--- src/rtl/ble4_cfg_pkg.sv ---
// Shared constants and types for the BLE4 LUT configuration tile.
//   LUT_K      : LUT input count
//   CFG_BITS   : configuration chain length (truth table plus mode bit)
//   MODE_BIT   : chain index of the output-mode bit
//   cfg_state_t: load state machine encoding
package ble4_cfg_pkg;

  localparam int unsigned LUT_K    = 4;
  localparam int unsigned CFG_BITS = (1 << LUT_K) + 1;
  localparam int unsigned MODE_BIT = 1 << LUT_K;

  typedef enum logic [1:0] {
    UNCONFIG   = 2'd0,
    LOADING    = 2'd1,
    CONFIGURED = 2'd2
  } cfg_state_t;

endpackage

--- src/rtl/lut4_mux.sv ---
// Combinational truth-table lookup for the BLE4 LUT.
//   truth   : in  truth table, truth[n] is the result for sel == n
//   sel     : in  LUT inputs
//   lut_out : out selected truth bit
module lut4_mux #(
  parameter int unsigned LUT_K = 4
) (
  input  logic [(1 << LUT_K)-1:0] truth,
  input  logic [LUT_K-1:0]        sel,
  output logic                    lut_out
);

  assign lut_out = truth[sel];

endmodule

--- src/rtl/ble4_lut4_cfg.sv ---
// Configurable 4-input LUT with serial configuration chain and output-mode
// select between combinational and registered results.
//   clk       : in  clock
//   reset     : in  synchronous active-low reset
//   cfg_en    : in  chain shift enable
//   ccff_head : in  serial config data in
//   ccff_tail : out serial config data out (last chain stage)
//   lut_in    : in  LUT inputs
//   ff_D      : out LUT result to the flip-flop D input
//   ff_Q      : in  flip-flop output
//   ble_out   : out BLE output
//   cfg_done  : out configuration valid
//   cfg_err   : out last load had the wrong length (sticky)
module ble4_lut4_cfg #(
  parameter int unsigned LUT_K    = 4,
  parameter int unsigned CFG_BITS = 17
) (
  input  logic             clk,
  input  logic             reset,
  input  logic             cfg_en,
  input  logic             ccff_head,
  output logic             ccff_tail,
  input  logic [LUT_K-1:0] lut_in,
  output logic             ff_D,
  input  logic             ff_Q,
  output logic             ble_out,
  output logic             cfg_done,
  output logic             cfg_err
);

  import ble4_cfg_pkg::*;

  localparam int unsigned CntW = $clog2(CFG_BITS + 1);

  cfg_state_t          state_q, state_d;
  logic [CFG_BITS-1:0] sreg_q, sreg_d;
  logic [CntW-1:0]     cnt_q, cnt_d;
  logic                done_q, done_d;
  logic                err_q, err_d;
  logic                shift;
  logic                lut_out;
  logic                configured;

  always_comb begin
    state_d = state_q;
    cnt_d   = cnt_q;
    done_d  = done_q;
    err_d   = err_q;
    shift   = 1'b0;
    unique case (state_q)
      UNCONFIG, CONFIGURED: begin
        if (cfg_en) begin
          // The entry cycle already shifts the first bit, so the count starts at 1.
          state_d = LOADING;
          shift   = 1'b1;
          cnt_d   = CntW'(1);
          done_d  = 1'b0;
          err_d   = 1'b0;
        end
      end
      LOADING: begin
        if (cfg_en) begin
          shift = 1'b1;
          if (cnt_q != '1) cnt_d = cnt_q + CntW'(1);
        end else if (cnt_q == CntW'(CFG_BITS)) begin
          state_d = CONFIGURED;
          done_d  = 1'b1;
        end else begin
          // Wrong length: sreg is kept so the chain tail keeps passing data.
          state_d = UNCONFIG;
          err_d   = 1'b1;
        end
      end
      default: state_d = UNCONFIG;
    endcase
  end

  always_comb begin
    sreg_d = sreg_q;
    if (shift) sreg_d = {sreg_q[CFG_BITS-2:0], ccff_head};
  end

  always_ff @(posedge clk) begin
    if (!reset) begin
      state_q <= UNCONFIG;
      sreg_q  <= '0;
      cnt_q   <= '0;
      done_q  <= 1'b0;
      err_q   <= 1'b0;
    end else begin
      state_q <= state_d;
      sreg_q  <= sreg_d;
      cnt_q   <= cnt_d;
      done_q  <= done_d;
      err_q   <= err_d;
    end
  end

  lut4_mux #(
    .LUT_K (LUT_K)
  ) u_lut4_mux (
    .truth   (sreg_q[MODE_BIT-1:0]),
    .sel     (lut_in),
    .lut_out (lut_out)
  );

  assign configured = (state_q == CONFIGURED);
  assign ccff_tail  = sreg_q[CFG_BITS-1];
  assign ff_D       = configured & lut_out;
  assign ble_out    = configured & (sreg_q[MODE_BIT] ? ff_Q : lut_out);
  assign cfg_done   = done_q;
  assign cfg_err    = err_q;

endmodule

--- config.mk ---
export PLATFORM = sky130hd
export DESIGN_NAME = ble4_lut4_cfg
export DESIGN_NICKNAME = d
export VERILOG_FILES = /design/src/rtl/ble4_cfg_pkg.sv /design/src/rtl/lut4_mux.sv /design/src/rtl/ble4_lut4_cfg.sv
export SDC_FILE = /design/constraint.sdc
export NUM_CORES = 1
export LEC_CHECK = 0
export CAP_MARGIN = 25
export CELL_PAD_IN_SITES_DETAIL_PLACEMENT = 0
export CELL_PAD_IN_SITES_GLOBAL_PLACEMENT = 2
export CORE_AREA = 2 2 62 64
export CTS_BUF_LIST = sky130_fd_sc_hd__clkbuf_2
export DETAILED_ROUTE_END_ITERATION = 6
export DIE_AREA = 0 0 64 66
export PLACE_DENSITY = 0.8
export RECOVER_POWER = 25
export SETUP_SLACK_MARGIN = 0.3
export SYNTH_ARGS = -nofsm -noshare
export SYNTH_HDL_FRONTEND = slang
export SYNTH_SLANG_ARGS = --single-unit
--- constraint.sdc ---
create_clock -name clk -period 3.88 [get_ports clk]
set_input_delay 0.776 -clock clk [delete_from_list [all_inputs] [get_ports clk]]
set_output_delay 0.776 -clock clk [all_outputs]
set_load 0.02 [all_outputs]
=== After elaboration in Yosys (flattened, before gate mapping) ===
Index checks and enable logic that the tools add are counted.

* $add $sub $neg: 1
* Multipliers: 0
* Div/mod/pow operators: 0
* $lt $le $gt $ge: 1
* Equal/unequal tests: 10
* Shift-type cells: 0
* Muxes and demuxes: 20
* Bitwise gates (word level): 2
* Reductions and logical operators: 8

{| class="wikitable"
|+ Operator list
! cell !! number
|-
| $mux W5 || 3
|-
| $ne A2 B2 Y1 const B || 6
|-
| $reduce_and A4 Y1 || 3
|-
| $pmux W5 S2 || 1
|-
| $mux W1 || 9
|-
| $mux W2 || 3
|-
| $add A5 B1 Y5 const B || 1
|-
| $eq A5 B5 Y1 const B || 1
|-
| $lt A4 B5 Y1 const B || 1
|-
| $ne A5 B5 Y1 const B || 1
|-
| $bmux W1 S4 || 1
|-
| $pmux W1 S2 || 2
|-
| $pmux W2 S2 || 1
|-
| $reduce_or A3 Y1 || 1
|-
| $and A1 B1 Y1 || 2
|-
| $eq A2 B1 Y1 const B || 1
|-
| $eq A2 B2 Y1 const B || 1
|-
| $logic_not A2 Y1 || 1
|-
| $reduce_and A2 Y1 || 1
|-
| $reduce_bool A2 Y1 || 1
|-
| $reduce_or A2 Y1 || 1
|}

* Register bits: 26
* Latch bits: 0
* Memory bits (writable): 0
* Memory bits (read-only): 0
* Bits of input ports: 9
* Output and inout bits: 5
* Logic and storage cells: 47
* Memories kept: 0

=== Depth between registers and ports, before layout ===
Gate-level depths: netlist (run 1).

* Depth in word-level cells: 4
* Depth in mapped cells: 7
* Depth with buffers taken out: 7

=== Modules after synthesis ===
A second synthesis (run 1) with hierarchy kept.

* Cells, all modules: 140
* Area, all modules: 1368.8 sq um

{| class="wikitable"
|+ By module, submodules not included
! module !! instances !! cells an instance !! area each (sq um) !! seq. area each (sq um)
|-
| ble4_lut4_cfg || 1 || 133 || 1233.7 || 520.5
|-
| lut4_mux || 1 || 7 || 135.1 || 0.0
|}

=== Worst setup path after synthesis (run 1) ===
OpenSTA, ideal clock, no wires.

* Kind: input -> output
* Start: in lut_in[2]
* End: out ble_out
* Arrival: 1.997 ns
* Data required time: 3.104 ns
* Setup slack: 1.107 ns
* Cell stages on the path: 4
* Path buffers: 0
* Cells stage by stage: mux4_1 > mux4_2 > mux2i_1 > nor2b_1

* Word-level cells in the longest chain between the ends: 4

{| class="wikitable"
|+ Ends and longest elaborated chain
! what !! line !! source
|-
| start, declared || ble4_lut4_cfg.sv:23 || <nowiki>input logic [LUT_K-1:0] lut_in,</nowiki>
|-
| $bmux W1 S4 || lut4_mux.sv:13 || <nowiki>assign lut_out = truth[sel];</nowiki>
|-
| $mux W1 (implied by the code) || lut4_mux.sv:13 ||
|-
| $mux W1 || ble4_lut4_cfg.sv:110 || <nowiki>assign ble_out = configured & (sreg_q[MODE_BIT] ? ff_Q : lut_out);</nowiki>
|-
| $and A1 B1 Y1 || ble4_lut4_cfg.sv:110 ||
|-
| end, declared || ble4_lut4_cfg.sv:26 || <nowiki>output logic ble_out,</nowiki>
|}

No other way between the ends. The select of a mux whose other input is x is not followed.

=== Worst setup path in the final report (run 1) ===
Same ends and word-level chain as after synthesis.

==> impl_metrics.csv, run 1 <==
group,metric,value,unit
route,via_count,952,
synth,yosysUniqueCellTypes,23,
final_layout,fin_util,39.32,%
global_route,first_global_vias,971,
synth,syn-num-nets,144,
synth,yosysTopAreaCell,"dfxtp_1",
placed_design,place_ws,-92.55,ps
sta,setup_viol,0,
sta,period_needed,3456,ps
power_and_ir_drop,p_total,0.4108,mW
worst_setup_path,startpoint_type,"input port",
floorplan,die_x,64,µm
route,vias_per_cell,4.933,
floorplan,dieArea,4224,µm²
cts,post_cts.repair.setup_buffers,0,
sta,worst_slack,423.9,ps
sta,max_slew_margin,50.85,%
final_layout,final_cell_area,1396,µm²
final_layout,fin_cells,193,
power_and_ir_drop,p_leak,0.5032,nW
sta,whs,496.8,ps
sta,skew,7.552,ps
global_route,grt_pass1_wl,4.436,mm
power_and_ir_drop,p_per_area,294.2,nW/µm²
route,drtIter0Drc,37,
min_path,hold-path-cell-count,2,
min_path,worstHoldStart,"cfg_err",
worst_setup_path,critical_path_required,3100,ps
cts,cts.htree.levels,1,
sta,tns,0,ps
final_layout,final_cell_mix,"nand2_1 (41), dfxtp_1 (26), a21boi_0 (21), clkdlybuf4s50_1 (8), o21ai_0 (5)",
worst_setup_path,end_kind,"output port",
final_layout,drive_above_1_share,3.448,%
final_layout,syn2layout_area_growth,15.89,%
final_layout,fillers,351,
route,wl,2.508,mm
synth,syn_inst,132,
sta,slew_viol_final,0,
cts,root_buffer,"clkbuf_2",
cts,clk_latency,350,ps
sta,rsz0062_at_grt,"false",
cts,cts.hold.buffers_added,0,
worst_setup_path,critPathMaxFanout,4,
worst_setup_path,rr_worst_depth,7,
cts,cts_tree,"done",
placed_design,gp_congestion,0.7075,
floorplan,start_util,33.93,%
final_layout,final_common_cell,"nand2_1",
floorplan,rows,22,
synth,ys_seq_elements,26,
cts,clock_sinks,26,
min_path,hold_path_class,"register to register",
cts,clk_pin_slew_worst_paths,240,ps
sta,fmax,289.3,MHz
worst_setup_path,worstSetupPathType,"input port to output port",
global_route,grt_max_degree,26,
synth,ys_seq_area_share,43.20,%
placed_design,place_inst,189,
placed_design,hpwl,1.853,mm
sta,worstMarginPinSlew,734.8,ps
floorplan,io_pins,14,
worst_setup_path,rr_startpoint,"cnt_q[0]",
global_route,antenna_found_initial,0,
route,wl_per_cell,12.99,µm
flow_run,cap_violations,0,
synth,yosysTopAreaCellShare,43.20,%
worst_setup_path,crit_arrival,2680,ps
sta,final_hold_viol_count,0,
cts,cts_buffers,3,
floorplan,die_h,66,µm
global_route,track_usage,13.71,%
synth,syn_area,1205,µm²
final_layout,num-nets-final,158,
route,drc,0,
synth,ys_warn_count,0,
synth,avgSynthCellArea,9.128,µm²
cts,ctsResizeCount,3,
final_layout,antennaDiodeCount,0,
floorplan,coreArea,3551,µm²
worst_setup_path,r2r-end,"cnt_q[0]",
synth,synthTopCellsByArea,"dfxtp_1 (43%), a21boi_0 (13%), nand2_1 (13%), mux4_1 (8.7%), ha_1 (3.1%)",
outcome,status,"complete, no violations",
worst_setup_path,r2r_slack,2020,ps
route,ant_nets,0,
global_route,grt_overflow,0,
sta,fin_crit_sh,89.07,%
cts,clk_path_buf_depth,2,
power_and_ir_drop,ir_drop,0.1434,mV
placed_design,io_buffers,13,
placed_design,placed_area,1381,µm²
min_path,min_to,"cfg_err",
route,firstDrtPassIters,4,
==> registers in the layout (all words and copies together) (netlist names) <==
| register | cells |
|---|---|
| cnt_q | 5 |
| cfg_done | 1 |
| state_q | 2 |
| sreg_q | 17 |
| cfg_err | 1 |
==> power breakdown <==
| part | switching, mW | total (mW) | internal (mW) |
|---|---|---|---|
| combinational | 0.0180 | 0.0349 | 0.0169 |
| clock | 0.0791 | 0.102 | 0.0224 |
| sequential | 0.00335 | 0.274 | 0.271 |
==> worst max-delay path, stage by stage <==
cell and delay, ps:
dlygate4sd2_1 300, mux4_1 570, mux4_2 510, mux2i_1 160, nor2b_1 60, dlygate4sd2_1 310
==> synthesized netlist by cell type, drive strengths merged <==
library cell  count
clkbuf            3
nor2b             3
buf               2
ha                3
xor2              2
nor3b             2
dfxtp            26
nand3b            1
nor4bb            1
nor3              1
a21boi           21
inv               2
a21oi             2
and3              3
nand3             3
nor2              2
mux2i             1
o21ai             5
a31oi             1
nand2            41
and2              2
mux4              5
==> layer usage <==
metal  GRT usage, %  wire, µm  up-vias
li1               -         -      484
met1          15.08      1147      453
met2          25.39      1253       10
met3          2.896        65        5
met4          5.707        42        0
met5              0         0        -
==> how the worst max path moves through the flow <==
| stage | startpoint | endpoint | cells after the start |
|---|---|---|---|
| final | lut_in[2] | ble_out | 6 |
| after CTS | lut_in[2] | ble_out | 6 |
| after floorplan | lut_in[2] | ble_out | 4 |
| after global placement | lut_in[2] | ble_out | 6 |
| after detailed placement | lut_in[2] | ble_out | 6 |
| after global routing | lut_in[2] | ble_out | 6 |
==> layout make-up <==
class                      instances  area, µm²  share of cell area (%)
clock inverter                     1      3.754                  0.2688
timing repair buffer              14      133.9                   9.588
clock buffer                       3      15.01                   1.075
inverter                           2      7.507                  0.5376
tap                               48      60.06                   4.301
multi-input combinational         99      655.6                   46.95
sequential                        26      520.5                   37.28
==> logic make-up after synthesis <==
kind of cell | synth area share [%]
muxes | 11.42
adders and majority gates | 3.116
DFF | 43.20
AOI/OAI and AO/OA | 16.51
and+or+nand+nor | 21.91
xor gates and xnor gates | 1.454
buffers and inverters | 2.389
Note: power is estimated with default switching activity, not from simulation.
==> inputs of run 2 (changes only) <==
--- a/config.mk
+++ b/config.mk
@@ -7,12 +7,12 @@
 export LEC_CHECK = 0
 export CAP_MARGIN = 25
 export CELL_PAD_IN_SITES_DETAIL_PLACEMENT = 0
-export CELL_PAD_IN_SITES_GLOBAL_PLACEMENT = 2
+export CELL_PAD_IN_SITES_GLOBAL_PLACEMENT = 1
 export CORE_AREA = 2 2 62 64
 export CTS_BUF_LIST = sky130_fd_sc_hd__clkbuf_2
 export DETAILED_ROUTE_END_ITERATION = 6
 export DIE_AREA = 0 0 64 66
-export PLACE_DENSITY = 0.8
+export PLACE_DENSITY = 0.68
 export RECOVER_POWER = 25
 export SETUP_SLACK_MARGIN = 0.3
 export SYNTH_ARGS = -nofsm -noshare
==> run 2 against run 1 <==
Effect of this change:
- critical path depth unchanged
- cell count is the same
- setup slack improved by 15 ps
- wire length fell by 4.0%
- non-clock buffer count did not move
- first-iteration DRC count grew 11%
- highest routed layer unchanged
- register-to-register slack worse by 20 ps
- core utilization unchanged
- critical path type unchanged
==> impl_metrics.csv, run 2 (synthesis results as in run 1) <==
group,metric,value,unit
sta,tns,0,ps
sta,max_slew_margin,49.59,%
power_and_ir_drop,p_int,0.3104,mW
sta,fmax,290.6,MHz
worst_setup_path,startpoint_type,"input port",
route,ant_nets,0,
final_layout,multi_input_area,655.6,µm²
sta,skew,8.341,ps
sta,fin_crit_sh,88.69,%
flow_run,cap_violations,0,
worst_setup_path,end_kind,"output port",
global_route,grt_pass1_wl,3.974,mm
floorplan,coreArea,3551,µm²
cts,clk_latency,350,ps
power_and_ir_drop,ir_drop,0.1296,mV
outcome,status,"complete, no violations",
final_layout,final_cell_mix,"nand2_1 (41), dfxtp_1 (26), a21boi_0 (21), clkdlybuf4s50_1 (8), o21ai_0 (5)",
sta,final_hold_viol_count,0,
worst_setup_path,crit_arrival,2660,ps
cts,cts.htree.levels,1,
final_layout,fillers,356,
global_route,antenna_found_initial,0,
final_layout,fin_cells,193,
worst_setup_path,cp_num_buf_inv,2,
placed_design,gp_congestion,0.8098,
final_layout,syn2layout_area_growth,15.89,%
placed_design,hpwl,1.719,mm
floorplan,rows,22,
route,via_count,938,
sta,worstMarginPinSlew,753.6,ps
cts,cts_tree,"done",
final_layout,seq_area,520.5,µm²
power_and_ir_drop,p_leak,0.5032,nW
route,firstDrtPassIters,4,
final_layout,antennaDiodeCount,0,
cts,clk_pin_slew_worst_paths,240,ps
route,drc,0,
floorplan,start_util,33.93,%
final_layout,largest_reg_flops,17,
floorplan,die_h,66,µm
route,drtIter0Drc,41,
floorplan,dieArea,4224,µm²
power_and_ir_drop,pwr-share-seq,66.5,%
sta,setup_viol,0,
final_layout,final_common_cell,"nand2_1",
worst_setup_path,critical_path_required,3100,ps
route,wl,2.407,mm
sta,rsz0062_at_grt,"false",
final_layout,num-nets-final,158,
final_layout,drive_above_1_share,3.448,%
cts,clk_path_buf_depth,2,
cts,clock_sinks,26,
worst_setup_path,path_cells,"dlygate4sd2_1, mux4_1, mux4_2, mux2i_1, nor2b_1, dlygate4sd2_1",
worst_setup_path,worstSetupPathType,"input port to output port",
placed_design,io_buffers,13,
worst_setup_path,critPathMaxFanout,4,
cts,cts_buffers,3,
sta,slew_viol_final,0,
placed_design,place_inst,189,
cts,cts.hold.buffers_added,0,
power_and_ir_drop,pwr-share-comb,8.3,%
worst_setup_path,worst_path_dominant_cell_family,"multiplexers",
power_and_ir_drop,p_switching,0.1021,mW
global_route,grt_max_degree,26,
floorplan,die_x,64,µm
worst_setup_path,slowest_stage,"mux4_1",
power_and_ir_drop,p_per_area,295.5,nW/µm²
power_and_ir_drop,p_clk_share,25.2,%
global_route,grt_overflow,0,
worst_setup_path,cp_common_cell,"dlygate4sd2_1",
final_layout,fin_util,39.32,%
final_layout,top_register,"sreg_q",
route,vias_per_cell,4.860,
floorplan,io_pins,14,
global_route,first_global_vias,927,
cts,root_buffer,"clkbuf_2",
final_layout,largestRegisters,"sreg_q (17), cnt_q (5), state_q (2)",
sta,period_needed,3441,ps
worst_setup_path,cpPeakStageDelay,580,ps
route,wl_per_cell,12.47,µm
global_route,track_usage,12.22,%
min_path,hold_path_class,"register to register",
power_and_ir_drop,switching_share,24.75,%
## run 2: cell counts in the layout (fill, tap and decap cells not counted)
Identical to the previous run, type by type.
## run 2: worst paths after layout
path / startpoint / end / slack [ps] / cells after the start
setup / recovery: lut_in[2] / ble_out / 440 / 6
setup reg to reg: cnt_q[0] / cnt_q[1] / 2000 / 7
hold reg to reg: sreg_q[8] / sreg_q[9] / 490 / 2
hold / removal: sreg_q[8] / sreg_q[9] / 490 / 2
## run 2: cell type report
type	count	area share (%)
multi-input combinational	99	46.95
sequential	26	37.28
timing repair buffer	14	9.588
tap	48	4.301
clock buffer	3	1.075
inverter	2	0.5376
clock inverter	1	0.2688
## run 2: through the flow
| step | setup WS (ps) | power [mW] | cell area (µm²) | hold WS [ps] |
|---|---|---|---|---|
| after global routing | 360.9 | 0.4311 | 1396 | 519.7 |
| after floorplan | 1107 | 0.2985 | 1205 | 449.5 |
| final | 439.0 | 0.4126 | 1396 | 492.4 |
| after global placement | -14.47 | 0.3139 | 1381 | 468.9 |
| after detailed placement | -66.49 | 0.3147 | 1381 | 476.4 |
| after CTS | 421.7 | 0.4176 | 1396 | 500.6 |
## run 2: worst min-delay path: cells and delay by family (launching register included)
family	cells	cell delay (ps)
flops	1	370
compound gates	1	60
simple gates	1	50
## run 2: power groups by stage
stage	sequential [mW]	clock [mW]	combinational, mW
2_1_floorplan	0.279	0	0.0195
3_3_place_gp	0.279	0	0.0347
3_5_place_dp	0.279	0	0.0352
4_1_cts	0.275	0.108	0.0348
5_1_grt	0.275	0.118	0.0376
6_report	0.275	0.104	0.0342
## run 2: per-layer routing
metal  global-route usage [%]  vias up  part of all wire, %
met4                    5.707        0                 0.75
met2                    22.14       12                   47
li1                         -      486                    -
met1                    13.52      438                   50
met5                        0        -                    0
met3                    2.726        2                  2.9
## run 2: what timing repair did
action | in CTS | in global routing
setup endpoints to repair | 2 | 0
buffers inserted | 0 | 0
gates resized for setup | 3 | 0
